### config.mk
export PLATFORM = sky130hd
export DESIGN_NAME = rxcea_frame_parser_flat
export DESIGN_NICKNAME = d
export VERILOG_FILES = /design/src/rtl/rxcea_pkg.sv /design/src/rtl/rxcea_frame_parser_if.sv /design/src/rtl/rxcea_frame_parser_crc16_byte_upd.sv /design/src/rtl/rxcea_frame_parser.sv /design/src/flat_wrapper.sv
export SDC_FILE = /design/constraint.sdc
export NUM_CORES = 1
export LEC_CHECK = 0
export CORE_MARGIN = 5
export CORE_UTILIZATION = 35
export CTS_BUF_LIST = sky130_fd_sc_hd__clkbuf_4
export DETAILED_ROUTE_END_ITERATION = 8
export PLACE_DENSITY = 0.61
export SYNTH_ARGS = -nofsm -noshare
export SYNTH_HDL_FRONTEND = slang
export SYNTH_SLANG_ARGS = --single-unit
### constraint.sdc
create_clock -name sys_clk -period 2.3 [get_ports sys_clk]
set_clock_uncertainty 0.1 [all_clocks]
set_input_delay 0.46 -clock sys_clk [delete_from_list [all_inputs] [get_ports sys_clk]]
set_output_delay 0.46 -clock sys_clk [all_outputs]
set_load 0.02 [all_outputs]
### src/rtl/rxcea_pkg.sv
// Shared definitions for the rxcea receive/transmit frame path: FSM states,
// CRC-16/MODBUS constants and single-bit CRC step.
package rxcea_pkg;

   typedef enum logic [2:0] {
      S_ID1  = 3'd0,
      S_ID2  = 3'd1,
      S_CNT1 = 3'd2,
      S_CNT2 = 3'd3,
      S_DATA = 3'd4,
      S_CRC1 = 3'd5,
      S_CRC2 = 3'd6
   } rx_state_e;

   localparam logic [15:0] CRC16_POLY = 16'hA001;
   localparam logic [15:0] CRC16_INIT = 16'hFFFF;

   localparam int FRAME_HDR_LEN = 4;
   localparam int FRAME_CRC_LEN = 2;

   // One reflected shift/xor step of CRC-16/MODBUS.
   function automatic logic [15:0] crc16_shift(input logic [15:0] crc);
      logic [15:0] res;
      if (crc[0]) begin
         res = (crc >> 1) ^ CRC16_POLY;
      end else begin
         res = crc >> 1;
      end
      return res;
   endfunction

endpackage

### src/rtl/rxcea_frame_parser_if.sv
// Byte-in / command-out bus between the UART receiver, the frame parser and
// the transmit-frame generator.
interface rxcea_frame_parser_if;
   import rxcea_pkg::*;

   logic [7:0] rx_data;
   logic       rx_data_flag;
   logic [7:0] cmd;
   logic       cmd_flag;
   logic       frame_err;

   modport master (
      output rx_data, rx_data_flag,
      input  cmd, cmd_flag, frame_err
   );

   modport slave (
      input  rx_data, rx_data_flag,
      output cmd, cmd_flag, frame_err
   );

endinterface

### src/rtl/rxcea_frame_parser_crc16_byte_upd.sv
// Combinational CRC-16/MODBUS update by one byte (8 unrolled steps); also used
// by the transmit-frame generator.
module crc16_byte_upd
   import rxcea_pkg::*;
(
   input  logic [15:0] crc_in,
   input  logic [7:0]  byte_in,
   output logic [15:0] crc_out
);

   logic [15:0] stage_s [0:8];

   assign stage_s[0] = crc_in ^ {8'h00, byte_in};

   for (genvar g = 0; g < 8; g++) begin : g_step
      assign stage_s[g+1] = crc16_shift(stage_s[g]);
   end

   assign crc_out = stage_s[8];

endmodule

### src/rtl/rxcea_frame_parser.sv
// Receive-frame parser: ID1 ID2 CNT1 CNT2 PAYLOAD CRC1 CRC2 -> cmd pulse.
// Define CRC_CHECK_EN to enable CRC comparison; otherwise CRC bytes are only consumed.
module rxcea_frame_parser
   import rxcea_pkg::*;
#(
   parameter logic [15:0] DEV_ID      = 16'h0001,
   parameter int          MAX_LEN     = 16,
   parameter int          TIMEOUT_CYC = 50000
)(
   input  logic                  sys_clk,
   input  logic                  sys_rst,
   rxcea_frame_parser_if.slave   bus
);

   localparam int TO_W = $clog2(TIMEOUT_CYC);

   rx_state_e   state_r, state_nxt_s;
   logic [15:0] len_r, len_nxt_s;
   logic [15:0] cnt_r, cnt_nxt_s;
   logic [7:0]  cmd_buf_r, cmd_buf_nxt_s;
   logic [7:0]  cmd_r, cmd_nxt_s;
   logic        cmd_flag_r, cmd_flag_nxt_s;
   logic        frame_err_r, frame_err_nxt_s;
   logic [TO_W-1:0] to_cnt_r;
   logic        timeout_s;
   logic        crc_ok_s;

   // A byte landing in the expiry cycle wins over the timeout.
   assign timeout_s = (state_r != S_ID1) && !bus.rx_data_flag &&
                      (to_cnt_r == TO_W'(TIMEOUT_CYC - 1));

`ifdef CRC_CHECK_EN
   logic [15:0] crc_r;
   logic [15:0] crc_upd_s;
   logic [7:0]  crc_rx_hi_r;

   crc16_byte_upd u_crc (
      .crc_in  (crc_r),
      .byte_in (bus.rx_data),
      .crc_out (crc_upd_s)
   );

   assign crc_ok_s = ({crc_rx_hi_r, bus.rx_data} == crc_r);

   // Running CRC over ID1..last payload byte; reinitialised whenever we head back to S_ID1.
   always_ff @(posedge sys_clk or negedge sys_rst) begin
      if (!sys_rst) begin
         crc_r <= CRC16_INIT;
      end else if (state_nxt_s == S_ID1) begin
         crc_r <= CRC16_INIT;
      end else if (bus.rx_data_flag && (state_r <= S_DATA)) begin
         crc_r <= crc_upd_s;
      end else begin
         crc_r <= crc_r;
      end
   end

   // Received CRC high byte.
   always_ff @(posedge sys_clk or negedge sys_rst) begin
      if (!sys_rst) begin
         crc_rx_hi_r <= 8'h00;
      end else if (bus.rx_data_flag && (state_r == S_CRC1)) begin
         crc_rx_hi_r <= bus.rx_data;
      end else begin
         crc_rx_hi_r <= crc_rx_hi_r;
      end
   end
`else
   assign crc_ok_s = 1'b1;
`endif

   // Inter-byte idle counter.
   always_ff @(posedge sys_clk or negedge sys_rst) begin
      if (!sys_rst) begin
         to_cnt_r <= '0;
      end else if (bus.rx_data_flag || (state_r == S_ID1) || timeout_s) begin
         to_cnt_r <= '0;
      end else begin
         to_cnt_r <= to_cnt_r + 1'b1;
      end
   end

   // Next-state and datapath decode; outputs are pulses by default.
   always_comb begin
      state_nxt_s     = state_r;
      len_nxt_s       = len_r;
      cnt_nxt_s       = cnt_r;
      cmd_buf_nxt_s   = cmd_buf_r;
      cmd_nxt_s       = cmd_r;
      cmd_flag_nxt_s  = 1'b0;
      frame_err_nxt_s = 1'b0;
      if (bus.rx_data_flag) begin
         case (state_r)
            S_ID1: begin
               if (bus.rx_data == DEV_ID[15:8]) state_nxt_s = S_ID2;
               else                              state_nxt_s = S_ID1;
            end
            S_ID2: begin
               if (bus.rx_data == DEV_ID[7:0]) state_nxt_s = S_CNT1;
               else                             state_nxt_s = S_ID1;
            end
            S_CNT1: begin
               len_nxt_s   = {bus.rx_data, 8'h00};
               state_nxt_s = S_CNT2;
            end
            S_CNT2: begin
               len_nxt_s = {len_r[15:8], bus.rx_data};
               cnt_nxt_s = 16'h0000;
               if ((len_nxt_s == 16'h0000) || (len_nxt_s > 16'(MAX_LEN))) begin
                  frame_err_nxt_s = 1'b1;
                  state_nxt_s     = S_ID1;
               end else begin
                  state_nxt_s = S_DATA;
               end
            end
            S_DATA: begin
               if (cnt_r == 16'h0000) cmd_buf_nxt_s = bus.rx_data;
               else                   cmd_buf_nxt_s = cmd_buf_r;
               cnt_nxt_s = cnt_r + 16'd1;
               if (cnt_nxt_s == len_r) state_nxt_s = S_CRC1;
               else                    state_nxt_s = S_DATA;
            end
            S_CRC1: begin
               state_nxt_s = S_CRC2;
            end
            S_CRC2: begin
               if (crc_ok_s) begin
                  cmd_nxt_s      = cmd_buf_r;
                  cmd_flag_nxt_s = 1'b1;
               end else begin
                  frame_err_nxt_s = 1'b1;
               end
               state_nxt_s = S_ID1;
            end
            default: begin
               state_nxt_s = S_ID1;
            end
         endcase
      end else if (timeout_s) begin
         frame_err_nxt_s = 1'b1;
         state_nxt_s     = S_ID1;
      end else begin
         state_nxt_s = state_r;
      end
   end

   // State and registered outputs.
   always_ff @(posedge sys_clk or negedge sys_rst) begin
      if (!sys_rst) begin
         state_r     <= S_ID1;
         len_r       <= 16'h0000;
         cnt_r       <= 16'h0000;
         cmd_buf_r   <= 8'h00;
         cmd_r       <= 8'h00;
         cmd_flag_r  <= 1'b0;
         frame_err_r <= 1'b0;
      end else begin
         state_r     <= state_nxt_s;
         len_r       <= len_nxt_s;
         cnt_r       <= cnt_nxt_s;
         cmd_buf_r   <= cmd_buf_nxt_s;
         cmd_r       <= cmd_nxt_s;
         cmd_flag_r  <= cmd_flag_nxt_s;
         frame_err_r <= frame_err_nxt_s;
      end
   end

   assign bus.cmd       = cmd_r;
   assign bus.cmd_flag  = cmd_flag_r;
   assign bus.frame_err = frame_err_r;

endmodule

### src/flat_wrapper.sv
// flat-port wrapper written by rule: the top's interface ports become plain ports
module rxcea_frame_parser_flat import rxcea_pkg::*;
#(
   parameter logic [15:0] DEV_ID      = 16'h0001,
   parameter int          MAX_LEN     = 16,
   parameter int          TIMEOUT_CYC = 50000
)
  (sys_clk, sys_rst, bus_rx_data, bus_rx_data_flag, bus_cmd, bus_cmd_flag, bus_frame_err);
  rxcea_frame_parser_if bus_i ();
  input  logic sys_clk;
  input  logic sys_rst;
  input wire logic [$bits(bus_i.rx_data)-1:0] bus_rx_data;
  input wire logic [$bits(bus_i.rx_data_flag)-1:0] bus_rx_data_flag;
  output wire logic [$bits(bus_i.cmd)-1:0] bus_cmd;
  output wire logic [$bits(bus_i.cmd_flag)-1:0] bus_cmd_flag;
  output wire logic [$bits(bus_i.frame_err)-1:0] bus_frame_err;
  assign bus_i.rx_data = bus_rx_data;
  assign bus_i.rx_data_flag = bus_rx_data_flag;
  assign bus_cmd = bus_i.cmd;
  assign bus_cmd_flag = bus_i.cmd_flag;
  assign bus_frame_err = bus_i.frame_err;
  rxcea_frame_parser #(.DEV_ID(DEV_ID), .MAX_LEN(MAX_LEN), .TIMEOUT_CYC(TIMEOUT_CYC)) u_core (.sys_clk(sys_clk), .sys_rst(sys_rst), .bus(bus_i));
endmodule
# After elaboration in Yosys (flattened, before gate mapping)
# Cells that the tools add are included.
[word_totals]
reg_bits = 69
inputBits = 11
elab_cells = 57
[classes]
n_addsub = 2
order_cmp = 1
n_eq_ne = 9
n_mux = 16
bitwise = 1
reduce_logical = 19
[ops]
columns = ["cell", "count"]
rows = [
  ["case mux 16 bit (2 select lines)", 2],
  ["adder 16 x 1 -> 16 bit (second input constant)", 2],
  ["zero test 16 bit", 2],
  ["case mux 3 bit (6 select lines)", 1],
  ["equality test 16 bit", 1],
  ["equality test 16 bit (second input constant)", 1],
  ["> comparator 16 x 5 -> 1 bit (second input constant)", 1],
  ["two-way mux 16 bit", 1],
  ["equality test 3 bit (second input constant)", 3],
  ["two-way mux 3 bit", 3],
  ["equality test 8 x 1 -> 1 bit (second input constant)", 1],
  ["zero test 8 bit", 1],
  ["two-way mux 1 bit", 8],
  ["equality test 3 x 2 -> 1 bit (second input constant)", 2],
  ["AND reduction 2 bit", 3],
  ["AND reduction 3 bit", 2],
  ["nonzero test 2 bit", 3],
  ["equality test 3 x 1 -> 1 bit (second input constant)", 1],
  ["zero test 3 bit", 1],
  ["logical OR 1 bit", 3],
  ["nonzero test 3 bit", 1],
  ["logical AND 1 bit", 2],
  ["two-way mux 2 bit", 1],
  ["zero test 1 bit", 1],
  ["NOT 1 bit", 1],
]

# Depth between registers and ports, before layout
# Gate-level depths: netlist of run 1.
[logic_depth]
depth_word = 5
ltp_mapped = 8

# Least setup slack after synthesis of run 1
# No wires, ideal clock.
[synth_timing]
path_type = "register to register"
from = "register u_core.cnt_r[11]"
to = "register u_core.cmd_buf_r[0]"
setup_time_ns = 0.125
t_arrival_ns = 1.899
required_time_ns = 2.075
slack_ns = 0.176
stages_incl_launch_ff = 7
period_less_slack_ns = 2.124
cell_sequence = "dfrtp_1 > buf_2 > or4_2 > nor4_1 > and4_1 > buf_4 > mux2_2"
[synth_via]
elab_chain_len = 2
[synth_rtl]
columns = ["element", "line", "text"]
rows = [
  ["from (decl)", "rxcea_frame_parser.sv:19", "logic [15:0] cnt_r, cnt_nxt_s;"],
  ["from (signal assigned)", "rxcea_frame_parser.sv:160", "cnt_r <= cnt_nxt_s;"],
  ["zero test 16 bit", "rxcea_frame_parser.sv:117", "if (cnt_r == 16'h0000) cmd_buf_nxt_s = bus.rx_data;"],
  ["AND reduction 3 bit (no source line)", "n/a", ""],
  ["to (signal assigned)", "rxcea_frame_parser.sv:161", "cmd_buf_r <= cmd_buf_nxt_s;"],
  ["to (decl)", "rxcea_frame_parser.sv:20", "logic [7:0] cmd_buf_r, cmd_buf_nxt_s;"],
]
# No other way between the ends.
# A chain may end at the register's enable or synchronous reset.

# Worst setup path in the final report of run 1
[layout_timing]
from = "register u_core.cnt_r[9]"
to = "register u_core.cmd_buf_r[6]"
# Same word-level chain as after synthesis.

==> impl_metrics.ini, run 1 <==
[logic_synthesis]
synth_area_leader_cell = sky130_fd_sc_hd__dfrtp_1
ys_ff_latch = 69
syn_avg_cell_area_um2 = 9.675
yosysMostFrequentCell = sky130_fd_sc_hd__dfrtp_1
synth-async-reset-ratio_pct = 100.0
synth_ff_type = sky130_fd_sc_hd__dfrtp_1
synth.cells.most_frequent = sky130_fd_sc_hd__dfrtp_1 (69), sky130_fd_sc_hd__nand2_1 (48), sky130_fd_sc_hd__nor2_1 (34)
post_synth_instance_area_um2 = 3657
number_of_synthesized_flops_with_an_enable_pin = 0
synth-warning-count = 0
netlist-cell-type-count = 50
synth_top_cell_area_share_pct = 47.21
netlist_instances = 378
syn-num-nets = 392
synth_area_leaders = sky130_fd_sc_hd__dfrtp_1 (47%), sky130_fd_sc_hd__xnor2_1 (5.7%), sky130_fd_sc_hd__mux2_2 (4.9%)
yosysSeqAreaShare_pct = 47.21

[placed_design]
dpl_cell_area_um2 = 4234
gp_congestion = 0.8883
post-dp-hpwl_um = 6432
placed_cells = 551
portBuffers = 20

[cts]
cts_num_sinks = 69
htreeDepth = 3
cts.clk_slew.worst_paths_ns = 0.12
post_cts.repair.setup_buffers = 0
clock-root-buffer = sky130_fd_sc_hd__clkbuf_4
clk-insertion-delay-late_ns = 0.43
cts_tree = done
cts.path.max_buffers = 2
tritoncts.num_buffers = 9

[cells_and_area]
antenna_cells = 0
finish.instance_area_um2 = 4477
final_core_util_pct = 43.56
layout_area_overhead_pct = 22.41
final-instance-count-excl-fill = 568
nFillCells = 1019
design.final.nets = 441
drive_above_1_share_pct = 19.91

[critical_path]
worstPathMaxFanout = 8
kind_of_end_point_of_the_critical_path = flip-flop
cp.arrival_ns = 2.41
cp-start-kind = flip-flop
timing_worst_setup_path_type = flip-flop to flip-flop
cp_data_required_time_ns = 2.51

[global_routing]
grt_antenna_before_repair = 0
globalRouteOverflowTotal = 0
largest_net_degree_at_the_start_of_global_routing = 70
vias_in_the_first_global_route = 3055
grt_util_all_layers_pct = 14.96
grt_pass1_wl_um = 15330

[drt]
viasPerCell = 5.211
drt.antenna.violating_nets = 0
vias = 2960
detail_route.wl_per_cell_um = 15.76
drtIter0Drc = 101
drc = 0
total_wirelength_um = 8951
drt_pass1_iterations = 6

[timing]
tightestPinTransition_ns = 0.5707
achievable-frequency_ghz = 0.4545
report.final.hold_viol_count = 0
timing.max_slew.rel_slack_pct = 61.95
post-route-min-period_ns = 2.200
worst_hold_slack_ns = 0.3588
slew_viol_final = 0
setup_viol = 0
layout_worst_path_cycle_share_pct = 95.67
timing.setup.tns_ns = 0
rsz0062_at_grt = yes

[floorplanning]
initial_util_pct = 35.59
die-height_um = 112.2
die_w_um = 112.2
placeableCoreArea_um2 = 10280
io_pins = 21
num_rows = 37
die-area_um2 = 12590

[job]
max_cap_violations = 0

[outcome]
status = complete, no violations

[worst_hold_path]
hp-class = flip-flop to flip-flop

[power]
p_per_area_nw_per_um2 = 881.6
vdd.ir_drop.worst_uv = 627.5
cellLeakagePower_uw = 0.001952
==> metal layers <==
metal,share of wire [%],vias to the layer above,global-route usage (%)
li1,-,1443,-
met1,48,1439,19.84
met2,46,63,23.68
met3,4.0,15,3.073
met4,1.9,0,6.571
met5,0,-,0
==> placed cells by master, fill, tap and decap left out, types with 10 or more instances in the layout <==
| cell type | instances |
|---|---|
| sky130_fd_sc_hd__dfrtp_1 | 68 |
| sky130_fd_sc_hd__buf_4 | 35 |
| sky130_fd_sc_hd__nand2_1 | 48 |
| sky130_fd_sc_hd__mux2_2 | 16 |
| sky130_fd_sc_hd__inv_1 | 11 |
| sky130_fd_sc_hd__xor2_1 | 10 |
| sky130_fd_sc_hd__xnor2_1 | 24 |
| sky130_fd_sc_hd__clkdlybuf4s50_1 | 19 |
| sky130_fd_sc_hd__nor3_1 | 11 |
| sky130_fd_sc_hd__nor2_1 | 34 |
| sky130_fd_sc_hd__nand3_1 | 13 |
| sky130_fd_sc_hd__o21ai_0 | 21 |
==> sequential cells by signal, indices dropped and copies added, names as in the netlist <==
| name | flops |
|---|---|
| u_core.bus.cmd | 8 |
| u_core.bus.cmd_flag | 1 |
| u_core.bus.frame_err | 1 |
| u_core.cmd_buf_r | 8 |
| u_core.cnt_r | 16 |
| u_core.len_r | 16 |
| u_core.state_r | 3 |
| u_core.to_cnt_r | 16 |
==> path summary, 6_finish.rpt <==
path                                  endpoint  cells after the start  slack (ns)                from
min reg2reg                 u_core.to_cnt_r[0]                      1        0.36  u_core.to_cnt_r[0]
max in group asynchronous      u_core.len_r[2]                      3        1.31             sys_rst
max                        u_core.cmd_buf_r[6]                      6         0.1     u_core.cnt_r[9]
min                         u_core.to_cnt_r[0]                      1        0.36  u_core.to_cnt_r[0]
max reg2reg                u_core.cmd_buf_r[6]                      6         0.1     u_core.cnt_r[9]
min in group asynchronous      u_core.cnt_r[5]                      3        0.47             sys_rst
==> stage by stage <==
step	worst slack (ns)	total power (uW)
floorplan	0.1763	2433
global placement	-0.06139	2784
detailed placement	-0.03280	2809
CTS	0.008005	3979
global route	-0.005367	4198
finish	0.09966	3947
==> repair_timing <==
item,in CTS,in global routing
endpoints found under the setup margin,8,9
endpoints found under the hold margin,69,0
resized for setup,3,4
pin swaps,0,1
hold buffers,1,0
==> where the power goes <==
group / internal [uW] / switching [uW]
registers: 1430 / 249
logic: 556 / 574
clock network: 667 / 473
==> area by class of cell <==
cell class	instances	area, um2	share of cell area, %
sequential	69	1728	38.60
tap	136	170.2	3.801
inverter	12	45.04	1.006
multi-input combinational	276	1792	40.02
clock buffer	9	67.56	1.509
clock inverter	7	146.4	3.270
timing repair buffer	59	528.0	11.79
==> critical path, stage by stage, from the launching register on <==
cell and delay, ns:
sky130_fd_sc_hd__dfrtp_1 0.40, sky130_fd_sc_hd__or4_4 0.53, sky130_fd_sc_hd__nor4_2 0.22, sky130_fd_sc_hd__buf_4 0.15, sky130_fd_sc_hd__and4_4 0.25, sky130_fd_sc_hd__buf_12 0.12
sky130_fd_sc_hd__mux2_2 0.33
==> logic make-up (layout without fill, tap and decap cells) <==
group           count (synthesis)  count (layout)  synth area share [%]
buf+inv                        33              87                 4.276
xor+xnor                       34              34                 8.142
fa+ha+maj                       3               3                 1.026
flops                          69              69                 47.21
simple gates                  155             155                 21.72
mux                            17              17                 5.200
compound gates                 67              67                 12.42
No activity file was read; power rests on OpenSTA's default activity.
==> run 2: changes to the inputs <==
--- a/config.mk
+++ b/config.mk
@@ -5,6 +5,7 @@
 export SDC_FILE = /design/constraint.sdc
 export NUM_CORES = 1
 export LEC_CHECK = 0
+export CORE_ASPECT_RATIO = 0.75
 export CORE_MARGIN = 5
 export CORE_UTILIZATION = 35
 export CTS_BUF_LIST = sky130_fd_sc_hd__clkbuf_4
==> impl_metrics.ini, run 2 (synthesis results as in run 1) <==
[cells_and_area]
final_cell_mix = sky130_fd_sc_hd__dfrtp_1 (67), sky130_fd_sc_hd__nand2_1 (48), sky130_fd_sc_hd__buf_4 (40)
seq_area_um2 = 1729
layout_top_registers = u_core.cnt_r x16, u_core.len_r x16, u_core.to_cnt_r x16
final_core_util_pct = 43.59
final-instance-count-excl-fill = 571
layout_area_overhead_pct = 22.17
nFillCells = 1025
design.final.nets = 444
multiInputGateArea_um2 = 1817
drive_above_1_share_pct = 20.92
antenna_cells = 0
mostFrequentLayoutCell = sky130_fd_sc_hd__dfrtp_1

[drt]
drt_pass1_iterations = 5
detail_route.wl_per_cell_um = 15.85
viasPerCell = 5.235
drc = 0
vias = 2989
drt.antenna.violating_nets = 0
drtIter0Drc = 237
total_wirelength_um = 9052

[timing]
post-route-min-period_ns = 2.248
achievable-frequency_ghz = 0.4449
timing.max_slew.rel_slack_pct = 42.19
setup_viol = 0
layout_worst_path_cycle_share_pct = 97.73
tightestPinTransition_ns = 0.8672
timing.setup.tns_ns = 0
slew_viol_final = 0
report.final.hold_viol_count = 0

[placed_design]
gp_congestion = 0.9927
post-dp-hpwl_um = 6641
placed_cells = 555
portBuffers = 20

[critical_path]
kind_of_end_point_of_the_critical_path = flip-flop
cp_data_required_time_ns = 2.54
cp_slowest_stage_delay_ns = 0.54
worstPathMaxFanout = 8
path_delay_family = simple AND/OR/NAND/NOR gates
critical_path.cell_chain = or4_4 -> nor4_2 -> buf_4 -> and4_4 -> buf_12 -> mux2_2
worst-path-buf-inv = 2
cp-start-kind = flip-flop
cp.arrival_ns = 2.49
timing_worst_setup_path_type = flip-flop to flip-flop
cpMaxStageDelayCell = sky130_fd_sc_hd__or4_4

[cts]
cts.path.max_buffers = 2
cts_num_sinks = 69
cts.clk_slew.worst_paths_ns = 0.13
clock-root-buffer = sky130_fd_sc_hd__clkbuf_4
htreeDepth = 3
clk-insertion-delay-late_ns = 0.45
cts_tree = done
tritoncts.num_buffers = 9
post_cts.repair.setup_buffers = 0

[floorplanning]
initial_util_pct = 35.68
placeableCoreArea_um2 = 10250
io_pins = 21
die-height_um = 98.53
die-area_um2 = 12610
num_rows = 32
die_w_um = 128.0

[global_routing]
globalRouteOverflowTotal = 0
vias_in_the_first_global_route = 2984
largest_net_degree_at_the_start_of_global_routing = 37
grt-busiest-layer = met1
globalRouteMet2Util_pct = 21.24
grt_util_all_layers_pct = 15.31
grt.met1_usage_pct = 23.29
grt_antenna_before_repair = 0
grt_pass1_wl_um = 15360
grt_util_met3_pct = 4.171

[power]
vdd.ir_drop.worst_uv = 423.0
p_per_area_nw_per_um2 = 845.8
cellLeakagePower_uw = 0.001969

[worst_hold_path]
hp-class = input port to asynchronous set/reset pin

[outcome]
status = complete, no violations

[job]
max_cap_violations = 0
## run 2: where the power goes
group	switching, uW	internal, uW
Combinational	576	564
Sequential	249	1430
Clock	506	455
## run 2: cell type report
type	instances	share of cell area, %
clock buffer	9	1.512
tap	136	3.808
inverter	12	1.008
clock inverter	7	2.324
multi-input combinational	276	40.66
timing repair buffer	62	11.99
sequential	69	38.70
## run 2: path summary, 6_finish.rpt
kind / cells after the start / endpoint / slack (ns) / from
worst max-delay path: 6 / u_core.cmd_buf_r[5] / 0.05 / u_core.cnt_r[9]
worst min-delay path: 1 / u_core.cnt_r[15] / 0.006 / sys_rst
worst max register to register: 6 / u_core.cmd_buf_r[5] / 0.05 / u_core.cnt_r[9]
worst min register to register: 1 / u_core.to_cnt_r[0] / 0.36 / u_core.to_cnt_r[0]
max in group asynchronous: 2 / u_core.state_r[1] / 1.42 / sys_rst
min in group sys_clk: 1 / u_core.to_cnt_r[0] / 0.36 / u_core.to_cnt_r[0]
## run 2: timing repair
action                                  4_1_cts  5_1_grt
endpoints found under the setup margin        8        1
pin swaps                                     1        0
resized for setup                             3        7
hold buffers                                  0        0
## run 2: per-layer routing
| layer | share of wire, % | up-vias |
|---|---|---|
| met5 | 0 | - |
| li1 | - | 1458 |
| met4 | 1.2 | 0 |
| met3 | 4.5 | 9 |
| met1 | 52 | 1462 |
| met2 | 42 | 60 |
## run 2: per-stage QoR
step           setup slack, ns  area, um2  total power [uW]  hold slack (ns)
6_report               0.05216       4468              3779         0.006250
3_3_place_gp          -0.06078       4252              2797           0.3438
2_1_floorplan           0.1763       3657              2433          0.06441
5_1_grt              -0.006009       4468              4025          0.08864
3_5_place_dp          -0.06272       4252              2818           0.3500
4_1_cts                0.05911       4434              3796          0.02912
==> run 3: changes to the inputs <==
--- a/config.mk
+++ b/config.mk
@@ -10,7 +10,6 @@
 export CORE_UTILIZATION = 35
 export CTS_BUF_LIST = sky130_fd_sc_hd__clkbuf_4
 export DETAILED_ROUTE_END_ITERATION = 8
-export PLACE_DENSITY = 0.61
 export SYNTH_ARGS = -nofsm -noshare
 export SYNTH_HDL_FRONTEND = slang
 export SYNTH_SLANG_ARGS = --single-unit
==> impl_metrics.ini, run 3 (synthesis results as in run 1) <==
[power]
internal_power_uw = 2317
vdd.ir_drop.worst_uv = 382.6
power_switching_uw = 1272
power.share.clock_pct = 21.7
p_per_area_nw_per_um2 = 809.8
switching_share_of_power_pct = 35.45
pwr-share-seq_pct = 46.4
p_comb_share_pct = 31.9
cellLeakagePower_uw = 0.001956

[timing]
tightestPinTransition_ns = 0.5988
slew_viol_final = 0
post-route-min-period_ns = 2.234
timing.setup.tns_ns = 0
achievable-frequency_ghz = 0.4476
timing.max_slew.rel_slack_pct = 60.08
setup_viol = 0
report.final.hold_viol_count = 0
rsz0062_at_grt = no
layout_worst_path_cycle_share_pct = 97.13

[drt]
drt.antenna.violating_nets = 0
vias = 3040
viasPerCell = 5.278
detail_route.wl_per_cell_um = 15.96
total_wirelength_um = 9193
drc = 0
drtIter0Drc = 233
drt_pass1_iterations = 5

[global_routing]
globalRouteMet2Util_pct = 21.04
vias_in_the_first_global_route = 2891
grt_util_all_layers_pct = 15.12
largest_net_degree_at_the_start_of_global_routing = 64
grt_antenna_before_repair = 0
grt_pass1_wl_um = 15040
grt-busiest-layer = met1
grt.met1_usage_pct = 22.53
grt_util_met3_pct = 5.309
globalRouteOverflowTotal = 0

[floorplanning]
die_w_um = 128.0
placeableCoreArea_um2 = 10250
initial_util_pct = 35.68
io_pins = 21
num_rows = 32
die-area_um2 = 12610
die-height_um = 98.53

[cells_and_area]
final_core_util_pct = 43.25
layout_top_registers = u_core.cnt_r x16, u_core.len_r x16, u_core.to_cnt_r x16
mostFrequentLayoutCell = sky130_fd_sc_hd__dfrtp_1
final_cell_mix = sky130_fd_sc_hd__dfrtp_1 (69), sky130_fd_sc_hd__nand2_1 (48), sky130_fd_sc_hd__buf_4 (44)
antenna_cells = 0
layout_area_overhead_pct = 21.21
drive_above_1_share_pct = 20.23
design.final.nets = 449

[critical_path]
worst_r2r_startpoint = u_core.cnt_r[9]
worst_r2r_endpoint = u_core.cmd_buf_r[3]
kind_of_end_point_of_the_critical_path = flip-flop
cp-start-kind = flip-flop
cp.arrival_ns = 2.46
timing_worst_setup_path_type = flip-flop to flip-flop
rr_worst_depth = 6
worstPathMaxFanout = 8
cp_data_required_time_ns = 2.52
timing.reg2reg.setup_slack_ns = 0.07

[placed_design]
gp_congestion = 0.8932
portBuffers = 20
post-dp-hpwl_um = 6709

[cts]
htreeDepth = 3
clk-insertion-delay-late_ns = 0.43
cts_num_sinks = 69
cts_tree = done
clock-root-buffer = sky130_fd_sc_hd__clkbuf_4
post_cts.repair.setup_buffers = 0
cts.clk_slew.worst_paths_ns = 0.11
cts.path.max_buffers = 2
tritoncts.num_buffers = 9

[outcome]
status = complete, no violations

[job]
max_cap_violations = 0

[worst_hold_path]
hp-class = input port to asynchronous set/reset pin
run 3: cell count changes in the layout (fill, tap and decap cells not counted), sizes merged:
cell / change
clkinv: +3
inv: -2
bufinv: -1
dlygate4sd3: +1
buf: +4
run 3: worst max-delay path by stage:
stage	from	to	depth (start not counted)
2_1_floorplan	u_core.cnt_r[11]	u_core.cmd_buf_r[0]	6
3_3_place_gp	u_core.cnt_r[9]	u_core.cmd_buf_r[0]	6
3_5_place_dp	u_core.cnt_r[9]	u_core.cmd_buf_r[1]	6
4_1_cts	u_core.cnt_r[9]	u_core.cmd_buf_r[3]	6
5_1_grt	u_core.cnt_r[9]	u_core.cmd_buf_r[2]	6
6_report	u_core.cnt_r[9]	u_core.cmd_buf_r[3]	6
run 3: repair_timing:
action / CTS / global route
hold endpoints to repair: 6 / 0
gates resized for setup: 1 / 3
hold buffers: 1 / 0
pin swaps: 0 / 1
endpoints found under the setup margin: 8 / 8
run 3: layer usage:
metal | routed length (um) | part of all wire [%]
met1 | 4652 | 51
met3 | 597 | 6.5
met4 | 124 | 1.3
met5 | 0 | 0
met2 | 3819 | 42
run 3: cell type report:
| class | count | area, um2 |
|---|---|---|
| clock buffer | 9 | 67.56 |
| timing repair buffer | 67 | 566.8 |
| sequential | 69 | 1727 |
| clock inverter | 7 | 65.06 |
| tap | 136 | 170.2 |
| multi-input combinational | 276 | 1792 |
| inverter | 12 | 45.04 |
| fill | 1025 | 5817 |
run 3: worst max-delay path, stage by stage, from the launching register on:
cell and delay [ns]:
sky130_fd_sc_hd__dfrtp_1 0.40, sky130_fd_sc_hd__or4_4 0.55, sky130_fd_sc_hd__nor4_4 0.23, sky130_fd_sc_hd__buf_4 0.16
sky130_fd_sc_hd__and4_1 0.21, sky130_fd_sc_hd__buf_6 0.15, sky130_fd_sc_hd__mux2_2 0.34
run 3: stage by stage:
step,hold WS [ns],setup WS (ns),total power (uW),area (um2),cells
finish,0.3001,0.06590,3590,4433,576
global route,0.2775,0.03235,3828,4433,576
CTS,0.2791,0.006317,3627,4418,576
detailed placement,0.2151,0.003084,2827,4269,559
global placement,0.2132,-0.003439,2810,4269,559
floorplan,0.06441,0.1763,2433,3657,378
run 3: power groups by stage:
stage               Sequential (uW)  Combinational (uW)  Clock, uW
floorplan                      1600                 833          0
global placement               1690                1120          0
detailed placement             1690                1140          0
CTS                            1670                1150        813
global route                   1700                1270        863
finish                         1670                1150        779
